File: src/rtl/pdu_lqiterator.sv
// rtl/pdu_lqiterator.sv - walks a logical-qubit bitmask and streams each set index, one per cycle
module pdu_lqiterator #(
    parameter int NUM_LQ    = 8,
    parameter int LQADDR_BW = 3,
    parameter int RR_MODE   = 0
) (
    input  logic                 clk,
    input  logic                 rst,
    input  logic                 flush,
    input  logic                 load_valid,
    output logic                 load_ready,
    input  logic [NUM_LQ-1:0]    load_lqlist,
    output logic                 out_valid,
    input  logic                 out_ready,
    output logic [LQADDR_BW-1:0] out_lqidx,
    output logic                 out_last,
    output logic [LQADDR_BW:0]   remain_cnt,
    output logic                 done
);

    typedef enum logic {
        ST_IDLE = 1'b0,
        ST_RUN  = 1'b1
    } state_t;

    state_t                 r_state;
    logic [NUM_LQ-1:0]      r_pend;
    logic [LQADDR_BW-1:0]   r_rr_ptr;
    logic                   r_done;

    state_t                 w_state_nxt;
    logic [NUM_LQ-1:0]      w_pend_nxt;
    logic [LQADDR_BW-1:0]   w_rr_nxt;
    logic                   w_done_nxt;

    logic [LQADDR_BW-1:0]   w_sel_low;
    logic [LQADDR_BW-1:0]   w_sel_rr;
    logic [LQADDR_BW-1:0]   w_sel;
    logic [LQADDR_BW:0]     w_pos_wide;
    logic [LQADDR_BW-1:0]   w_pos;
    logic [LQADDR_BW:0]     w_popcnt;
    logic                   w_last;
    logic                   w_run;

    always_comb begin
        w_sel_low = '0;
        for (int i = NUM_LQ - 1; i >= 0; i--) begin
            if (r_pend[i]) begin
                w_sel_low = LQADDR_BW'(i);
            end
        end
    end

    // Scan offsets from the top down so the smallest wrapped distance from rr_ptr wins.
    always_comb begin
        w_sel_rr   = '0;
        w_pos_wide = '0;
        w_pos      = '0;
        for (int k = NUM_LQ - 1; k >= 0; k--) begin
            w_pos_wide = {1'b0, r_rr_ptr} + (LQADDR_BW+1)'(k);
            if (w_pos_wide >= (LQADDR_BW+1)'(NUM_LQ)) begin
                w_pos_wide = w_pos_wide - (LQADDR_BW+1)'(NUM_LQ);
            end
            w_pos = w_pos_wide[LQADDR_BW-1:0];
            if (r_pend[w_pos]) begin
                w_sel_rr = w_pos;
            end
        end
    end

    always_comb begin
        w_popcnt = '0;
        for (int i = 0; i < NUM_LQ; i++) begin
            w_popcnt = w_popcnt + {{LQADDR_BW{1'b0}}, r_pend[i]};
        end
    end

    assign w_sel  = (RR_MODE != 0) ? w_sel_rr : w_sel_low;
    assign w_run  = (r_state == ST_RUN);
    assign w_last = w_run && (w_popcnt == (LQADDR_BW+1)'(1));

    assign load_ready = !w_run;
    assign out_valid  = w_run;
    assign out_lqidx  = w_run ? w_sel : '0;
    assign out_last   = w_last;
    assign remain_cnt = w_run ? w_popcnt : '0;
    assign done       = r_done;

    always_comb begin
        w_state_nxt = r_state;
        w_pend_nxt  = r_pend;
        w_rr_nxt    = r_rr_ptr;
        w_done_nxt  = 1'b0;
        case (r_state)
            ST_IDLE: begin
                if (!flush && load_valid) begin
                    w_pend_nxt = load_lqlist;
                    if (load_lqlist != '0) begin
                        w_state_nxt = ST_RUN;
                    end else begin
                        w_done_nxt = 1'b1;
                    end
                end
            end
            ST_RUN: begin
                if (flush) begin
                    w_pend_nxt  = '0;
                    w_state_nxt = ST_IDLE;
                end else if (out_ready) begin
                    w_pend_nxt = r_pend & ~(NUM_LQ'(1) << w_sel);
                    if (RR_MODE != 0) begin
                        w_rr_nxt = (w_sel == LQADDR_BW'(NUM_LQ - 1)) ? '0 : w_sel + 1'b1;
                    end
                    if (w_last) begin
                        w_state_nxt = ST_IDLE;
                        w_done_nxt  = 1'b1;
                    end
                end
            end
            default: begin
                w_state_nxt = ST_IDLE;
                w_pend_nxt  = '0;
            end
        endcase
    end

    always_ff @(posedge clk) begin
        if (rst) begin
            r_state  <= ST_IDLE;
            r_pend   <= '0;
            r_rr_ptr <= '0;
            r_done   <= 1'b0;
        end else begin
            r_state  <= w_state_nxt;
            r_pend   <= w_pend_nxt;
            r_rr_ptr <= w_rr_nxt;
            r_done   <= w_done_nxt;
        end
    end

endmodule

File: config.mk
export PLATFORM = sky130hd
export DESIGN_NAME = pdu_lqiterator
export DESIGN_NICKNAME = d
export VERILOG_FILES = /design/src/rtl/pdu_lqiterator.sv
export SDC_FILE = /design/constraint.sdc
export NUM_CORES = 1
export LEC_CHECK = 0
export CAP_MARGIN = 20
export CORE_ASPECT_RATIO = 1.1
export CORE_MARGIN = 2
export CORE_UTILIZATION = 41
export DETAILED_ROUTE_END_ITERATION = 10
export HOLD_SLACK_MARGIN = 0.1
export PLACE_DENSITY = 0.74
export SLEW_MARGIN = 20
export SYNTH_ARGS = -nofsm -noshare
export SYNTH_HDL_FRONTEND = slang
export SYNTH_SLANG_ARGS = --single-unit
File: constraint.sdc
create_clock -name clk -period 3.4 [get_ports clk]
set_input_delay 0.68 -clock clk [delete_from_list [all_inputs] [get_ports clk]]
set_output_delay 0.68 -clock clk [all_outputs]
set_load 0.05 [all_outputs]
Word level (Yosys, flattened, before mapping)
Index checks and enable logic that the tools add are counted.

operators by class
  $add $sub $neg = 7
  equal/unequal tests = 3
  shifts and indexed selects = 1
  multiplexer cells = 26
  bitwise logic cells = 3
  reductions and logical operators = 6

operators by type and width
  operator             count
  $mux 3               9
  $mux 8               3
  $add 4x1->4          4
  $pmux 8 s2           1
  $mux 1               10
  $and 8x8->8          1
  $not 8->8            1
  $reduce_bool 8->1    1
  $shl 1x3->8 const A  1
  $add 3x1->4          1
  $eq 4x1->1 const B   1
  $mux 4               1
  $pmux 1 s2           2
  $add 2x1->3          1
  $ne 3x3->1 const B   1
  $add 1x1->2          1
  $logic_and 1x1->1    2
  $logic_not 1->1      2
  $ne 2x2->1 const B   1
  $reduce_and 2->1     1
  $not 1->1            1

storage, ports and cells
  bits in registers = 10
  bits of input ports = 13
  output and inout port bits = 11
  logic and storage cells = 49

Depth between registers and ports, before layout
Gate-level depths: netlist of the first run.

  depth after elaboration = 14
  gate-level depth with buffers = 12
  gate-level depth less buffers = 12

Worst setup path before layout of the first run
Ideal clock, no wire load.

  path kind = flip-flop to output port
  from = register r_pend[0]
  to = output out_last
  data arrival time = 3.390 ns
  required time = 2.720 ns
  setup slack = -0.670 ns
  stages on the path, launching flop included = 11
  path buffers = 0
  cell sequence = dfxtp_1 -> fa_1 -> inv_1 -> fa_1 -> fa_1 -> inv_1 -> ha_1 -> inv_1 -> fa_1 -> nand3_1 -> a211oi_2

between the ends
  longest elaborated chain between the ends = 9

RTL lines
  item                       line  text
  from (decl)                27    logic [NUM_LQ-1:0] r_pend;
  from (signal assigned)     135   r_pend <= w_pend_nxt;
  $add 1x1->2                74    w_popcnt = w_popcnt + {{LQADDR_BW{1'b0}}, r_pend[i]};
  $add 2x1->3                74
  $add 3x1->4                74
  $add 4x1->4 (4 in series)  74
  $eq 4x1->1                 80    assign w_last = w_run && (w_popcnt == (LQADDR_BW+1)'(1));
  $logic_and 1x1->1          80
  to (decl)                  16    output logic out_last,

Every way passes these cells.

Worst setup path after layout of the first run
Same ends and word-level chain as after synthesis.

==> impl_metrics.yaml, run 1 <==
finish:
  syn_to_final_growth_pct: 68.47
  fin_area_um2: 1324
  fin_nets: 156
  num_antenna_cells: 0
  drive_gt1_share_pct: 28.36
critical_path:
  critical_path_class: "reg2out"
  crit_chain: "fa_1, inv_2, fa_1, fa_1, inv_2, ha_4, inv_2, fa_2, nand3_2, a211oi_4, buf_12"
  start_kind: "flop"
  r2r-end: "out_valid"
  slowest_stage: "fa_1"
  reg2reg_slack_ns: -0.10
  crit_required_ns: 2.72
  end_kind: "output port"
  reg2reg_depth: 13
  critPathMaxStageDelay_ns: 0.56
  path_delay_family: "adder cells"
  crit_fanout: 2
  arrival_ns: 3.41
  worstReg2RegStart: "r_pend[0]"
  critPathBufInv: 4
global_routing:
  grt_max_degree: 13
  grt_pass1_wl_um: 4064
  gr-usage-met2_pct: 39.20
  grt.overflow.total: 0
  first_global_vias: 881
  met1_usage_pct: 32.43
  top_usage_layer: "met2"
  grtUsageTotal_pct: 24.35
  antenna_found_initial: 0
  use_met3_pct: 5.495
placed_design:
  dpl.hpwl_um: 1801
  portBuffers: 23
  place.gp.congestion: 0.8420
  placed_area_um2: 1155
  post-place-ws_ns: -0.4308
hold_path:
  min_path_type: "reg2reg"
  hold_path_depth: 2
  hold-path-endpoint: "r_pend[7]"
  hold_start: "r_pend[7]"
die:
  die_x_um: 45.74
  coreArea_um2: 1802
  ios: 24
  die_y_um: 49.92
  rows: 16
  dieArea_um2: 2283
  start_util_pct: 43.61
detailed_routing:
  num_vias: 902
  drtIter0Drc: 35
  ant_nets: 0
  drt_pass1_iterations: 5
  route.detailed.drc: 0
  wl_per_cell_um: 16.68
  via_per_inst: 5.934
  wl_um: 2536
sta:
  setup_slack_ns: -0.6891
  min_period_ns: 4.089
  hold_viol: 0
  setup_viol: 7
  fmaxAchievable_mhz: 244.6
  clock_skew_ns: 0.002537
  slew_viol_final: 0
  worst_pin_slew_ns: 0.4997
  rsz0062_at_grt: "true"
  finalCritPeriodShare_pct: 120.3
  setup_tns_ns: -2.667
  slew_headroom_pct: 66.58
synthesis:
  synth_top_family_by_area: "compound AO/OA/AOI/OAI gates"
  synthAdderAreaFrac_pct: 16.56
  synth_common_cells: "inv_1 (14), dfxtp_1 (10), nor2_1 (8)"
  ys_async_sr_fraction_pct: 0
  synth_xor_area_share_pct: 1.115
  avgSynthCellArea_um2: 8.271
  synth_compound_area_share_pct: 28.18
  synthMuxAreaShare_pct: 0
  yosys-top-cells-area: "dfxtp_1 (25%), fa_1 (10%), a32o_1 (7.6%)"
  yosysMostFrequentCell: "inv_1"
  syn_area_um2: 785.8
  synth_flop_cell: "dfxtp_1"
  yosysTopAreaCellShare_pct: 25.48
  yosys_warnings: 0
  ys_types: 30
  synth-seq-area-share_pct: 25.48
  yosys.area_share.simple_pct: 21.34
  yosysTopAreaCell: "dfxtp_1"
  synth_edf_count: 0
  ys_ff_latch: 10
  synthCells: 95
  synth_nets: 116
clock_tree:
  cts_root_buf: "clkbuf_4"
  clkSlewWorstSetupHoldPaths_ns: 0.07
  clock_path_buffers: 2
  cts_tree: "built"
  htree_levels: 1
  cts_buffers: 3
  clkSinkCount: 10
  holdBufCountCts: 0
  clock_latency_ns: 0.28
pwr:
  ir_drop_mv: 0.2623
  pwr_density_cell_nw_per_um2: 317.8
  power.leakage_nw: 0.5484
outcome:
  status: "complete, but fails checks"
  violations: "negative setup slack"
flow_run:
  drv_cap: 0
[where the power goes]
part | switching, mW | total [mW] | internal [mW]
clock | 0.0494 | 0.115 | 0.0652
sequential | 0.00636 | 0.130 | 0.123
combinational | 0.0933 | 0.176 | 0.0831
[final cells by class]
class                           instances  area, um^2
Timing Repair Buffer                   36       392.9
Tap cell                               18       22.52
Fill cell                             138       478.0
Clock buffer                            4       36.28
Multi-Input combinational cell         70       618.1
Sequential cell                        10       201.4
Inverter                               14       52.55
[cells in the final DEF (no fill, tap or decap), types with 2 or more instances in the layout]
cell type	n
nand3_1	3
a32o_1	6
clkbuf_4	3
buf_4	9
a22o_1	3
inv_1	11
and3_1	2
inv_2	3
ha_1	3
o21ai_0	3
nor2_1	7
a21oi_1	3
nor2b_1	2
clkdlybuf4s50_1	18
buf_12	5
buf_6	4
a22oi_1	2
fa_1	3
nor3_1	2
dfxtp_1	9
nand2b_1	3
nand2_1	6
nor4_1	3
[metal layers]
metal,part of all wire (%),routed length (um)
met5,0,0
met4,1.1,27
met2,55,1387
met1,36,907
met3,8.4,212
[per-stage QoR]
stage | hold WS (ns) | util (%) | std cells | power (mW)
2_1_floorplan | 0.4926 | - | 95 | 0.2173
6_report | 0.5759 | 73.47 | 152 | 0.4207
3_5_place_dp | 0.5716 | 64.10 | 142 | 0.2794
3_3_place_gp | 0.5692 | 64.10 | 142 | 0.2752
5_1_grt | 0.6182 | 73.47 | 152 | 0.4444
4_1_cts | 0.5859 | 70.63 | 151 | 0.4131
[worst register-to-register path, stage by stage, from the launching register on]
cell and delay, ns:
dfxtp_2 0.33, fa_1 0.56, inv_2 0.04, fa_1 0.49
fa_1 0.42, inv_2 0.08, ha_4 0.13, inv_2 0.04
fa_2 0.53, nand3_2 0.09, a211oi_4 0.24, buf_4 0.18
nand2_4 0.05, a32o_1 0.21
[logic make-up (layout without fill, tap and decap cells)]
group	after synthesis	count (layout)
AND/OR/NAND/NOR	34	34
AO/OA/AOI/OAI	27	27
XOR/XNOR	1	1
buffers and inverters	15	54
flip-flops	10	10
adder cells (fa/ha/maj)	8	8
[flip-flops by register name (all words and copies together) (netlist names)]
signal     flops
r_pend         8
done           1
out_valid      1
[timing repair]
action | 4_1_cts | 5_1_grt
pin swaps | 4 | 3
setup buffers | 5 | 2
endpoints found under the setup margin | 7 | 7
resized for setup | 11 | 9
[how the worst max path moves through the flow]
stage	from	end	slack, ns	cells after the start
3_5_place_dp	r_pend[0]	out_last	-0.43	11
2_1_floorplan	r_pend[0]	out_last	-0.42	10
5_1_grt	r_pend[0]	out_last	-0.79	11
4_1_cts	r_pend[0]	out_last	-0.68	11
6_report	r_pend[0]	out_last	-0.69	11
3_3_place_gp	r_pend[0]	out_last	-0.35	11
(Power assumes the default switching activity.)
==> inputs of run 2 (changes only) <==
--- a/config.mk
+++ b/config.mk
@@ -10,6 +10,7 @@
 export CORE_MARGIN = 2
 export CORE_UTILIZATION = 41
 export DETAILED_ROUTE_END_ITERATION = 10
+export GPL_ROUTABILITY_DRIVEN = 0
 export HOLD_SLACK_MARGIN = 0.1
 export PLACE_DENSITY = 0.74
 export SLEW_MARGIN = 20
==> results of run 2 <==
Same layout as run 1: the final DEF is identical, and so are final timing and power.
==> inputs of run 3 (changes only) <==
--- a/config.mk
+++ b/config.mk
@@ -8,11 +8,11 @@
 export CAP_MARGIN = 20
 export CORE_ASPECT_RATIO = 1.1
 export CORE_MARGIN = 2
-export CORE_UTILIZATION = 41
+export CORE_UTILIZATION = 45
 export DETAILED_ROUTE_END_ITERATION = 10
 export GPL_ROUTABILITY_DRIVEN = 0
 export HOLD_SLACK_MARGIN = 0.1
-export PLACE_DENSITY = 0.74
+export PLACE_DENSITY = 0.77
 export SLEW_MARGIN = 20
 export SYNTH_ARGS = -nofsm -noshare
 export SYNTH_HDL_FRONTEND = slang
==> constraint.sdc (replaced) <==
create_clock -name clk -period 3.9 [get_ports clk]
set_input_delay 0.78 -clock clk [delete_from_list [all_inputs] [get_ports clk]]
set_output_delay 0.78 -clock clk [all_outputs]
set_load 0.05 [all_outputs]
==> impl_metrics.yaml, run 3 (same netlist as run 1, synthesis figures left out) <==
critical_path:
  crit_chain: "fa_1, inv_1, fa_1, fa_1, inv_2, ha_4, inv_2, fa_2, nand3_2, a211oi_4, buf_12"
  start_kind: "flop"
  crit_required_ns: 3.12
  worstReg2RegStart: "r_pend[0]"
  cp_common_cell: "fa_1"
  slowest_stage: "fa_1"
  critPathMaxStageDelay_ns: 0.54
  crit_start: "r_pend[0]"
  path_delay_family: "adder cells"
  end_kind: "output port"
  critPathBufInv: 4
  critical_path_class: "reg2out"
  arrival_ns: 3.41
  crit_fanout: 2
pwr:
  pwr_density_cell_nw_per_um2: 288.4
  fin_total_pwr_mw: 0.3454
  ir_drop_mv: 0.1801
  power.leakage_nw: 0.4958
die:
  dieArea_um2: 2097
  coreArea_um2: 1595
  die_y_um: 47.83
  ios: 24
  start_util_pct: 49.25
  rows: 15
  die_x_um: 43.84
sta:
  slew_viol_final: 0
  clock_skew_ns: 0.01758
  setup_slack_ns: -0.2935
  rsz0062_at_grt: "true"
  min_period_ns: 4.194
  worst_pin_slew_ns: 0.4926
  setup_tns_ns: -0.5930
  setup_viol: 4
  slew_headroom_pct: 67.06
  hold_viol: 0
  fmaxAchievable_mhz: 238.5
  whs_ns: 0.5687
  finalCritPeriodShare_pct: 107.5
global_routing:
  grt_pass1_wl_um: 3512
  first_global_vias: 791
  grtUsageTotal_pct: 23.33
  grt.overflow.total: 0
  gr-usage-met2_pct: 38.53
  met1_usage_pct: 32.10
  antenna_found_initial: 0
  use_met3_pct: 2.642
  top_usage_layer: "met2"
  grt_max_degree: 14
finish:
  finalNonFillerCells: 143
  fin_nets: 148
  largest_register_ffs: 8
  top_register: "r_pend"
  final_core_util_pct: 75.06
  nFillCells: 106
  regArea_um2: 201.4
  layout_commonest_cell: "clkdlybuf4s50_1"
  num_antenna_cells: 0
  multi_input_area_um2: 576.8
  layout_common_cells: "clkdlybuf4s50_1 (18), inv_1 (12), dfxtp_1 (9)"
  syn_to_final_growth_pct: 52.39
  drive_gt1_share_pct: 19.05
  fin_area_um2: 1197
hold_path:
  hold_start: "r_pend[6]"
  min_path_type: "reg2reg"
detailed_routing:
  drt_pass1_iterations: 4
  via_per_inst: 5.951
  ant_nets: 0
  wl_um: 2231
  wl_per_cell_um: 15.60
  route.detailed.drc: 0
  drtIter0Drc: 51
  num_vias: 851
placed_design:
  portBuffers: 23
  dpl.hpwl_um: 1692
  placed_area_um2: 1100
  placedCellCount: 137
  post-place-ws_ns: -0.08678
clock_tree:
  holdBufCountCts: 0
  htree_levels: 1
  clkSinkCount: 10
  clock_path_buffers: 2
  cts_tree: "built"
  cts_root_buf: "clkbuf_4"
  clock_latency_ns: 0.28
  cts_buffers: 3
  clkSlewWorstSetupHoldPaths_ns: 0.09
outcome:
  status: "complete, but fails checks"
  violations: "negative setup slack"
flow_run:
  drv_cap: 0
run 3: changes by cell type in the layout (fill, tap and decap cells not counted), sizes merged:
cell and change:
buf -8
run 3: timing repair:
action                     in CTS  in global routing
gates resized for setup         7                  4
pin swaps                       2                  2
setup buffers                   1                  1
setup endpoints to repair       3                  4
run 3: final cells by class:
class                   instances  share of cell area (%)
clock buffers                   4                   3.030
well taps                      17                   1.776
flip-flops and latches         10                   16.82
multi-input cells              70                   48.17
inverters                      14                   4.389
repair buffers                 28                   25.81
run 3: routing by layer:
layer	part of all wire, %	wire length, um
met1	39	863
met2	52	1171
met3	7.9	177
met4	0.85	19
met5	0	0
run 3: report_power, final:
| part | switching, mW | internal [mW] | total [mW] |
|---|---|---|---|
| registers | 0.00836 | 0.108 | 0.116 |
| logic | 0.0702 | 0.0598 | 0.130 |
| clock network | 0.0426 | 0.0568 | 0.0994 |
| total | 0.121 | 0.224 | 0.345 |
run 3: worst register-to-register path, stage by stage, from the launching register on:
cell and delay [ns]:
dfxtp_2 0.33, fa_1 0.54, inv_1 0.06, fa_1 0.51
fa_1 0.43, inv_2 0.08, ha_4 0.13, inv_2 0.04
fa_2 0.54, nand3_2 0.08, a211oi_4 0.24, nand2_1 0.12
a32o_1 0.26
run 3: path summary, 6_finish.rpt:
kind | endpoint | slack (ns) | cells past startpoint
setup / recovery | out_last | -0.29 | 11
hold / removal | r_pend[6] | 0.57 | 2
setup reg to reg | out_valid | 0.46 | 12
hold reg to reg | r_pend[6] | 0.57 | 2
